**src/rtl/div32_seq.sv**
```systemverilog
// Radix-2 restoring divider for DIV/DIVU: quotient and remainder in WIDTH+1 clocks from start.
// Start is ignored while busy; q/r hold until the next accepted divide completes.
module div32_seq #(
  parameter int WIDTH = 32
) (
  input  logic             clk,
  input  logic             clrn,
  input  logic             start,
  input  logic             is_signed,
  input  logic [WIDTH-1:0] dividend,
  input  logic [WIDTH-1:0] divisor,
  output logic             busy,
  output logic             ready,
  output logic [WIDTH-1:0] q,
  output logic [WIDTH-1:0] r
);

  localparam int CW = $clog2(WIDTH);

  typedef enum logic [1:0] {IDLE, RUN, DONE} state_t;

  state_t           state;
  logic [CW-1:0]    count;
  logic [WIDTH-1:0] rem;
  logic [WIDTH-1:0] quo;
  logic [WIDTH-1:0] dvs;
  logic             sa;
  logic             sb;

  logic [WIDTH:0]   rem_sh;
  logic [WIDTH-1:0] diff;
  logic             borrow;
  logic             ge;
  logic [WIDTH-1:0] q_fix;
  logic [WIDTH-1:0] r_fix;

  // A set top bit of the shifted remainder already exceeds any WIDTH-bit divisor,
  // so only the low WIDTH bits go through the subtractor.
  assign rem_sh          = {rem, quo[WIDTH-1]};
  assign {borrow, diff}  = {1'b0, rem_sh[WIDTH-1:0]} - {1'b0, dvs};
  assign ge              = rem_sh[WIDTH] | ~borrow;

  // Divide by zero leaves rem = |dividend|, so the dividend-sign fix restores the raw dividend.
  assign q_fix = (dvs == '0) ? '1 : ((sa ^ sb) ? -quo : quo);
  assign r_fix = sa ? -rem : rem;

  always_ff @(posedge clk or negedge clrn) begin
    if (!clrn) begin
      state <= IDLE;
      count <= '0;
      rem   <= '0;
      quo   <= '0;
      dvs   <= '0;
      sa    <= 1'b0;
      sb    <= 1'b0;
      busy  <= 1'b0;
      ready <= 1'b0;
      q     <= '0;
      r     <= '0;
    end else begin
      ready <= 1'b0;
      case (state)
        IDLE: begin
          if (start) begin
            sa    <= is_signed & dividend[WIDTH-1];
            sb    <= is_signed & divisor[WIDTH-1];
            quo   <= (is_signed && dividend[WIDTH-1]) ? -dividend : dividend;
            dvs   <= (is_signed && divisor[WIDTH-1])  ? -divisor  : divisor;
            rem   <= '0;
            count <= '0;
            busy  <= 1'b1;
            state <= RUN;
          end
        end
        RUN: begin
          rem   <= ge ? diff : rem_sh[WIDTH-1:0];
          quo   <= {quo[WIDTH-2:0], ge};
          count <= count + 1'b1;
          if (count == CW'(WIDTH - 1)) state <= DONE;
        end
        DONE: begin
          q     <= q_fix;
          r     <= r_fix;
          ready <= 1'b1;
          busy  <= 1'b0;
          count <= '0;
          state <= IDLE;
        end
        default: state <= IDLE;
      endcase
    end
  end

endmodule

```
**config.mk**
```make
export PLATFORM = sky130hd
export DESIGN_NAME = div32_seq
export DESIGN_NICKNAME = d
export VERILOG_FILES = /design/src/rtl/div32_seq.sv
export SDC_FILE = /design/constraint.sdc
export NUM_CORES = 1
export LEC_CHECK = 0
export BUFFER_PORTS_ARGS = -buffer_cell sky130_fd_sc_hd__buf_4
export CAP_MARGIN = 30
export CORE_MARGIN = 2
export CORE_UTILIZATION = 45
export CTS_CLUSTER_SIZE = 16
export DETAILED_ROUTE_END_ITERATION = 6
export GPL_TIMING_DRIVEN = 0
export PLACE_DENSITY = 0.61
export SYNTH_ARGS = -nofsm -noshare
export SYNTH_HDL_FRONTEND = slang
export SYNTH_SLANG_ARGS = --single-unit
```
**constraint.sdc**
```tcl
create_clock -name clk -period 6.6 [get_ports clk]
set_input_delay 1.32 -clock clk [delete_from_list [all_inputs] [get_ports clk]]
set_output_delay 1.32 -clock clk [all_outputs]
set_load 0.05 [all_outputs]
```
==> out/qor.csv, run 1 <==
metric;value;unit
post-synthesis register bit count;171;
top cell type's share of synthesized area;39.0;%
r2r worst-path depth;12;
Die Area;25600;um^2
CTS Sinks;171;
via count;9689;
RSZ-0062 raised after global routing;no;
routed wire length;29700;um
DR vias/cell;5.50;
initial antenna violation count;0;
ant diodes;0;
die height;160;um
Syn. warnings;0;
initial core utilization;45.5;%
Worst EP required;6.90;ns
r2r setup slk;3.00;ns
Reg-to-Reg End;rem[20];
num rows;57;
cell count after synthesis;1274;
CP Cell Sequence;buf_4 -> or2_2 -> nor4_1 -> nand2_1 -> nor4_1 -> and2_1 -> nand2_1 -> o31ai_1 -> xor2_1 -> o21ai_0;
Placed Area;12400;um^2
H-tree depth;4;
period utilization;55.1;%
first-pass GRT wire length;48500;um
synthesized area per cell;8.60;um^2
clk root buf;clkbuf_16;
CTS tree;built;
synth top area cells;dfrtp_1 39%, o21ai_0 7.2%, xor2_1 7.0%;
max incr delay on CP;0.57;ns
pin count of the biggest net entering global routing;96;
VDD IR-drop max;0.173;mV
DR DRC count;0;
Crit. path cell count;10;
router iterations before antenna repair;6;
Slew headroom;35.1;%
die width;160;um
Tot GR Track Use;23.5;%
FFs w/ async S/R, synth;100;%
Finished Cell Area;13000;um^2
Slew Viols, Final;0;
syn nets;1381;
routability-driven placement congestion ratio;0.919;
core area;24100;um^2
synthesized area;11000;um^2
outcome;finished, final reports clean;
Hold Path Origin;busy;
CP bufs+invs;1;
commonest cells in the netlist;171 x dfrtp_1, 168 x nand2_1, 157 x o21ai_0;
PortBufs;132;
MaxCap Viol Count;0;
CP arrival;3.94;ns
CP max-delay cell;nor4_1;
layout cells sized above 1;13.1;%
Net count, final;1533;
Num CTS Buffers;17;
number of synthesized flops with an enable pin;0;
Area Overhead vs Synth;18.4;%
FILL cells;2337;
FF-to-FF Start;rem[0];
endpoints failing setup;0;
vias in the first global route;9130;
post-DR wirelength/cell;16.9;um
commonest register cell after synthesis;dfrtp_1;
Starting DRT DRC Count;587;
kind of critical path;in2reg;
Hold Buf Count CTS;0;
io pins;134;
CP Capture Point;dvs[29];
Clock Latency Late Sink;0.43;ns
static leakage power;5.79;nW
DRT antenna net count;0;
Hold Path Class;reg2reg;
number of setup buffers added after CTS;0;
sequential share of the synthesized area;39.0;%
Fin Setup TNS;0;ns
PD cells;546;nW/um^2
worst setup path startpoint;divisor[1];
count leader, synth;dfrtp_1;
grt ovf;0;
clk_skew;0.0110;ns
Final min period;3.64;ns
Worst path top cell family by delay;simple AND/OR/NAND/NOR gates;
Tightest Pin Transition;0.964;ns
DP Wirelength;23500;um
Fmax;275;MHz
crit path launch type;primary input;
critical path fanouts, max;4;
clock buffer depth;2;
Crit. End Element;register;
Distinct cells, synth;74;
Reg clk slew, reported paths;0.07;ns
final hold violation count;0;
post_cts resized;0;
Synth area leader;dfrtp_1;
worst register-to-register path: cells and delay by family, from the launching register on:
family                   cells  cell delay [ns]
AND/OR/NAND/NOR              2             0.35
AO/OA/AOI/OAI                6             1.42
adder cells (fa/ha/maj)      1             0.45
flip-flops                   1             0.49
buffers and inverters        2             0.55
multiplexers                 1             0.22
per-stage QoR:
stage	hold WS [ns]	utilization [%]	setup slack, ns	cells	power (mW)
finish	0.480	53.8	2.96	1763	7.08
global route	0.516	53.8	2.70	1763	7.71
CTS	0.488	53.8	2.97	1763	7.08
detailed placement	0.472	51.4	2.51	1731	6.05
global placement	0.464	51.3	2.52	1730	5.97
floorplan	0.467	-	3.12	1274	4.97
placed cells by master (no fill, tap or decap), types with 4 or more instances in the layout:
| master | instances |
|---|---|
| nand2b_1 | 11 |
| nand4_1 | 8 |
| clkbuf_16 | 17 |
| buf_1 | 4 |
| buf_4 | 133 |
| dfrtp_1 | 171 |
| clkbuf_1 | 54 |
| xor2_1 | 87 |
| a22oi_1 | 25 |
| nand3_1 | 15 |
| o31ai_1 | 17 |
| nor2b_1 | 10 |
| nor3_1 | 17 |
| or4_1 | 10 |
| o21ai_1 | 6 |
| inv_8 | 4 |
| nand2_1 | 168 |
| nor4_1 | 17 |
| a2bb2oi_1 | 6 |
| o21ai_0 | 157 |
| and2_1 | 8 |
| a31oi_1 | 12 |
| mux2i_1 | 25 |
| a21o_1 | 14 |
| xnor2_1 | 61 |
| inv_1 | 56 |
| ha_1 | 38 |
| nor2_1 | 83 |
| a21oi_1 | 95 |
| o21a_1 | 8 |
| and3_1 | 4 |
| o41ai_1 | 8 |
| or3_1 | 9 |
| o211ai_1 | 6 |
kinds of logic after synthesis:
family,Yosys count,synth area share [%]
AO/OA/AOI/OAI,389,21.4
XOR/XNOR,148,11.8
adder cells (fa/ha/maj),39,4.52
buffers and inverters,117,4.09
flip-flops,171,39.0
multiplexers,25,2.28
AND/OR/NAND/NOR,385,16.8
per-layer routing:
metal | vias to the layer above | wire length, um | GRT usage [%]
met4 | 0 | 389 | 6.22
li1 | 4820 | - | -
met1 | 4552 | 15300 | 36.6
met5 | - | 0 | 0
met2 | 288 | 12400 | 33.9
met3 | 29 | 1630 | 3.58
worst min-delay path by stage:
stage / slack [ns] / depth (start not counted) / to
6_report: 0.48 / 2 / busy
3_3_place_gp: 0.46 / 2 / r[20]
2_1_floorplan: 0.47 / 1 / count[0]
5_1_grt: 0.52 / 2 / r[7]
3_5_place_dp: 0.47 / 2 / busy
4_1_cts: 0.49 / 2 / r[8]
sequential cells by signal (all words and copies together), names as in the netlist:
| name | count |
|---|---|
| dvs | 32 |
| sa | 1 |
| sb | 1 |
| q | 32 |
| quo | 32 |
| state | 2 |
| r | 32 |
| ready | 1 |
| count | 5 |
| rem | 32 |
| busy | 1 |
power by group:
group	total (mW)	internal, mW	switching [mW]
logic	4.00	1.69	2.30
clock network	1.01	0.537	0.469
registers	2.08	1.47	0.613
cell type report:
type | count | area (um^2) | area share [%]
multi-input combinational | 986 | 6230 | 48.0
inverter | 57 | 214 | 1.65
clock buffer | 18 | 429 | 3.31
clock inverter | 14 | 155 | 1.20
tap | 324 | 405 | 3.12
sequential | 171 | 4280 | 33.0
timing repair buffer | 133 | 1030 | 7.91
buffer | 60 | 234 | 1.80
No activity file was read; power rests on OpenSTA's default activity.
==> run 2, diff against run 1 <==
--- a/config.mk
+++ b/config.mk
@@ -12,7 +12,7 @@
 export CTS_CLUSTER_SIZE = 16
 export DETAILED_ROUTE_END_ITERATION = 6
 export GPL_TIMING_DRIVEN = 0
-export PLACE_DENSITY = 0.61
+export PLACE_DENSITY = 0.64
 export SYNTH_ARGS = -nofsm -noshare
 export SYNTH_HDL_FRONTEND = slang
 export SYNTH_SLANG_ARGS = --single-unit
==> constraint.sdc (replaced) <==
create_clock -name clk -period 3.3 [get_ports clk]
set_input_delay 0.66 -clock clk [delete_from_list [all_inputs] [get_ports clk]]
set_output_delay 0.66 -clock clk [all_outputs]
set_load 0.05 [all_outputs]
==> out/qor.csv, run 2 (synthesis gave the netlist of run 1 again) <==
metric;value;unit
outcome;finished, final reports clean;
FILL cells;2315;
commonest non-fill, non-tap cell in the layout;dfrtp_1;
period utilization;97.2;%
CP max-delay cell;dfrtp_1;
core area;24100;um^2
clock power share;13.1;%
PD cells;1110;nW/um^2
crit path launch type;register;
VDD IR-drop max;0.420;mV
ant diodes;0;
via count;9790;
DR vias/cell;5.54;
max incr delay on CP;0.40;ns
Sw Share;47.1;%
most frequent cells in the layout;171 x dfrtp_1, 168 x nand2_1, 154 x o21ai_0;
Slew Viols, Final;0;
router iterations before antenna repair;5;
clk root buf;clkbuf_16;
critical path fanouts, max;6;
RSZ-0062 raised after global routing;no;
Comb pwr share;57.9;%
routed wire length;29800;um
final core occ;54.2;%
register share of total power;29.0;%
first-pass GRT wire length;48500;um
pin count of the biggest net entering global routing;121;
worst hold slack;0.122;ns
PortBufs;132;
Crit. End Element;register;
r2r setup slk;0.09;ns
Worst path top cell family by delay;compound AO/OA/AOI/OAI gates;
Net count, final;1541;
grt ovf;0;
die width;160;um
r2r worst-path depth;14;
initial core utilization;45.5;%
most used routing layer;met1;
FF-to-FF Start;quo[31];
static leakage power;5.83;nW
clock buffer depth;2;
met3 GRT Util;3.69;%
Num CTS Buffers;17;
Switch Pwr;6.80;mW
CP bufs+invs;3;
final hold violation count;0;
Slew headroom;32.0;%
Worst EP required;3.59;ns
Die Area;25600;um^2
met2 GRT Util;34.4;%
Reg-to-Reg End;rem[3];
die height;160;um
routability-driven placement congestion ratio;0.866;
Final min period;3.21;ns
layout cells sized above 1;13.4;%
H-tree depth;4;
Clock Latency Late Sink;0.44;ns
M1 GR Usage;35.9;%
post-DR wirelength/cell;16.8;um
num rows;57;
CP arrival;3.49;ns
DP Wirelength;23000;um
Tot GR Track Use;23.4;%
io pins;134;
kind of critical path;reg2reg;
Fmax;312;MHz
DR DRC count;0;
CTS tree;built;
MaxCap Viol Count;0;
Hold Path Class;in2async;
vias in the first global route;9218;
initial antenna violation count;0;
CP Cell Sequence;inv_1 -> ha_1 -> fa_1 -> nand2b_1 -> a21o_1 -> and3_1 -> o21ai_4 -> a31o_4 -> a31oi_1 -> o221ai_4 -> buf_12 -> buf_8 -> mux2i_1 -> o21ai_0;
Area Overhead vs Synth;19.2;%
Reg clk slew, reported paths;0.07;ns
DRT antenna net count;0;
clk_skew;0.00933;ns
internal power;7.65;mW
Starting DRT DRC Count;804;
CTS Sinks;171;
endpoints failing setup;0;
Tightest Pin Transition;1.01;ns
run 2: metrics by stage:
step           instance area (um^2)    TNS, ns  worst slack [ns]  instances  power (mW)
2_1_floorplan                 11000          0             0.344       1274        9.94
3_3_place_gp                  12400      -7.43            -0.250       1730        11.9
3_5_place_dp                  12400      -7.28            -0.258       1731        12.1
4_1_cts                       13000  -0.000405         -0.000405       1761        14.1
5_1_grt                       13100          0           0.00247       1767        15.6
6_report                      13100          0            0.0931       1767        14.4
run 2: routing by layer:
layer / vias to the layer above / share of wire (%)
met2: 293 / 42
met1: 4639 / 50
met5: - / 0
li1: 4824 / -
met3: 34 / 6.4
met4: 0 / 1.4
run 2: timing repair:
item	CTS	global route
setup endpoints to repair	30	33
setup buffers	2	5
hold buffers	0	0
pin swaps	2	3
gates resized for setup	5	7
cloned	0	1
run 2: power groups by stage:
| stage | Clock, mW | Combinational, mW | Sequential, mW |
|---|---|---|---|
| floorplan | 0 | 5.75 | 4.18 |
| global placement | 0 | 7.77 | 4.13 |
| detailed placement | 0 | 7.88 | 4.17 |
| CTS | 1.90 | 8.05 | 4.14 |
| global route | 1.99 | 9.34 | 4.30 |
| finish | 1.89 | 8.37 | 4.19 |
run 2: layout make-up:
type	count	area, um^2	area share (%)
Buffer	60	251	1.92
Tap cell	324	405	3.10
Clock inverter	8	73.8	0.565
Clock buffer	20	457	3.50
Sequential cell	171	4280	32.8
Inverter	57	214	1.64
Multi-Input combinational cell	986	6270	48.0
Timing Repair Buffer	141	1120	8.54
run 2: worst max-delay path by stage:
stage | startpoint | to | slack (ns) | depth (start not counted)
2_1_floorplan | quo[31] | rem[27] | 0.34 | 13
3_3_place_gp | quo[31] | rem[13] | -0.25 | 13
3_5_place_dp | quo[31] | rem[26] | -0.26 | 13
4_1_cts | quo[31] | rem[3] | -0.0004 | 13
5_1_grt | quo[31] | rem[14] | 0.002 | 14
6_report | quo[31] | rem[3] | 0.09 | 14
==> run 3, diff against run 2 <==
--- a/config.mk
+++ b/config.mk
@@ -12,7 +12,7 @@
 export CTS_CLUSTER_SIZE = 16
 export DETAILED_ROUTE_END_ITERATION = 6
 export GPL_TIMING_DRIVEN = 0
-export PLACE_DENSITY = 0.64
+export PLACE_DENSITY = 0.61
 export SYNTH_ARGS = -nofsm -noshare
 export SYNTH_HDL_FRONTEND = slang
 export SYNTH_SLANG_ARGS = --single-unit
==> constraint.sdc (replaced) <==
create_clock -name clk -period 3.18 [get_ports clk]
set_input_delay 0.636 -clock clk [delete_from_list [all_inputs] [get_ports clk]]
set_output_delay 0.636 -clock clk [all_outputs]
set_load 0.05 [all_outputs]
==> out/qor.csv, run 3 (synthesis gave the netlist of run 1 again) <==
metric;value;unit
initial core utilization;45.5;%
post-DR wirelength/cell;16.9;um
Starting DRT DRC Count;531;
routability-driven placement congestion ratio;0.919;
Tot GR Track Use;23.7;%
Crit. End Element;register;
outcome;finished, final reports clean;
initial antenna violation count;0;
clock buffer depth;2;
Tightest Pin Transition;0.859;ns
via count;9700;
Reg clk slew, reported paths;0.07;ns
Worst EP required;3.49;ns
PD cells;1150;nW/um^2
most frequent cells in the layout;169 x dfrtp_1, 168 x nand2_1, 156 x o21ai_0;
PortBufs;132;
ant diodes;0;
Area Overhead vs Synth;19.9;%
DRT antenna net count;0;
endpoints failing setup;0;
Slew Viols, Final;0;
clk root buf;clkbuf_16;
core area;24100;um^2
max incr delay on CP;0.49;ns
CP Cell Sequence;ha_2 -> a2111o_1 -> o21ai_0 -> o21ai_1 -> a31oi_2 -> o211ai_1 -> a41oi_1 -> xor2_1 -> o221ai_1;
Slew headroom;42.3;%
final hold violation count;0;
pin count of the biggest net entering global routing;96;
first-pass GRT wire length;48800;um
die width;160;um
die height;160;um
commonest non-fill, non-tap cell in the layout;dfrtp_1;
Fmax;334;MHz
kind of critical path;reg2reg;
Clock Latency Late Sink;0.44;ns
RSZ-0062 raised after global routing;no;
worst setup path startpoint;rem[5];
FILL cells;2323;
CTS tree;built;
DR vias/cell;5.48;
layout cells sized above 1;14.2;%
MaxCap Viol Count;0;
crit path launch type;register;
Die Area;25600;um^2
Net count, final;1540;
io pins;134;
grt ovf;0;
clk_skew;0.0127;ns
Num CTS Buffers;17;
vias in the first global route;9176;
static leakage power;5.84;nW
final core occ;54.5;%
router iterations before antenna repair;5;
period utilization;94.0;%
DP Wirelength;23500;um
worst hold slack;0.132;ns
num rows;57;
routed wire length;30000;um
H-tree depth;4;
FF-to-FF Start;rem[5];
CTS Sinks;171;
DR DRC count;0;
Hold Path Class;in2async;
Final min period;2.99;ns
CP max-delay cell;dfrtp_2;
VDD IR-drop max;0.408;mV
CP arrival;3.30;ns
Pwr Total;15.1;mW
critical path fanouts, max;7;
run 3: changes by cell type in the layout (fill, tap and decap cells not counted), sizes merged:
cell,before,now
inv,56,63
clkinv,6,5
clkbuf,74,71
run 3: final cells by class:
cell class                      instances  area, um^2  area share (%)
Timing Repair Buffer                  140        1090            8.30
Inverter                               57         214            1.63
Multi-Input combinational cell        986        6310            48.0
Sequential cell                       171        4280            32.6
Buffer                                 60         255            1.94
Clock inverter                         14         155            1.18
Clock buffer                           18         429            3.27
Tap cell                              324         405            3.09
run 3: timing repair:
action	CTS	global route
hold buffers	0	0
gates cloned	0	0
gates resized for setup	11	10
buffers inserted	7	0
endpoints found under the setup margin	33	33
pin swaps	3	1
run 3: final timing paths:
path	endpoint	slack [ns]	cells after the start
max	rem[31]	0.19	9
min	dvs[10]	0.13	1
max reg2reg	rem[31]	0.19	9
min reg2reg	r[20]	0.48	2
max in group asynchronous	q[9]	2.16	2
min in group clk	dvs[1]	0.48	3
run 3: metal layers:
metal | part of all wire (%) | global-route usage (%) | up-vias
li1 | - | - | 4835
met1 | 52 | 36.6 | 4595
met2 | 42 | 34.5 | 240
met3 | 5.2 | 3.51 | 30
met4 | 1.4 | 6.14 | 0
met5 | 0 | 0 | -
run 3: report_power, final:
part	internal (mW)	total [mW]	switching, mW	leakage (nW)
sequential	3.05	4.32	1.27	2.17
combinational	3.79	8.72	4.93	3.39
clock	1.11	2.09	0.974	0.282
run 3: critical path, delay by kind of cell, from the launching register on:
family,cells,cell delay (ns)
adder cells (fa/ha/maj),1,0.36
XOR/XNOR,1,0.17
flip-flops,1,0.49
AO/OA/AOI/OAI,7,1.85
run 3: stage by stage:
| stage | TNS (ns) | area, um^2 | std cells | worst slack [ns] |
|---|---|---|---|---|
| floorplan | 0 | 11000 | 1274 | 0.224 |
| CTS | 0 | 13100 | 1770 | 0.0669 |
| finish | 0 | 13100 | 1770 | 0.189 |
| detailed placement | -13.03 | 12400 | 1731 | -0.424 |
| global route | 0 | 13100 | 1770 | 0.00322 |
| global placement | -12.12 | 12400 | 1730 | -0.391 |
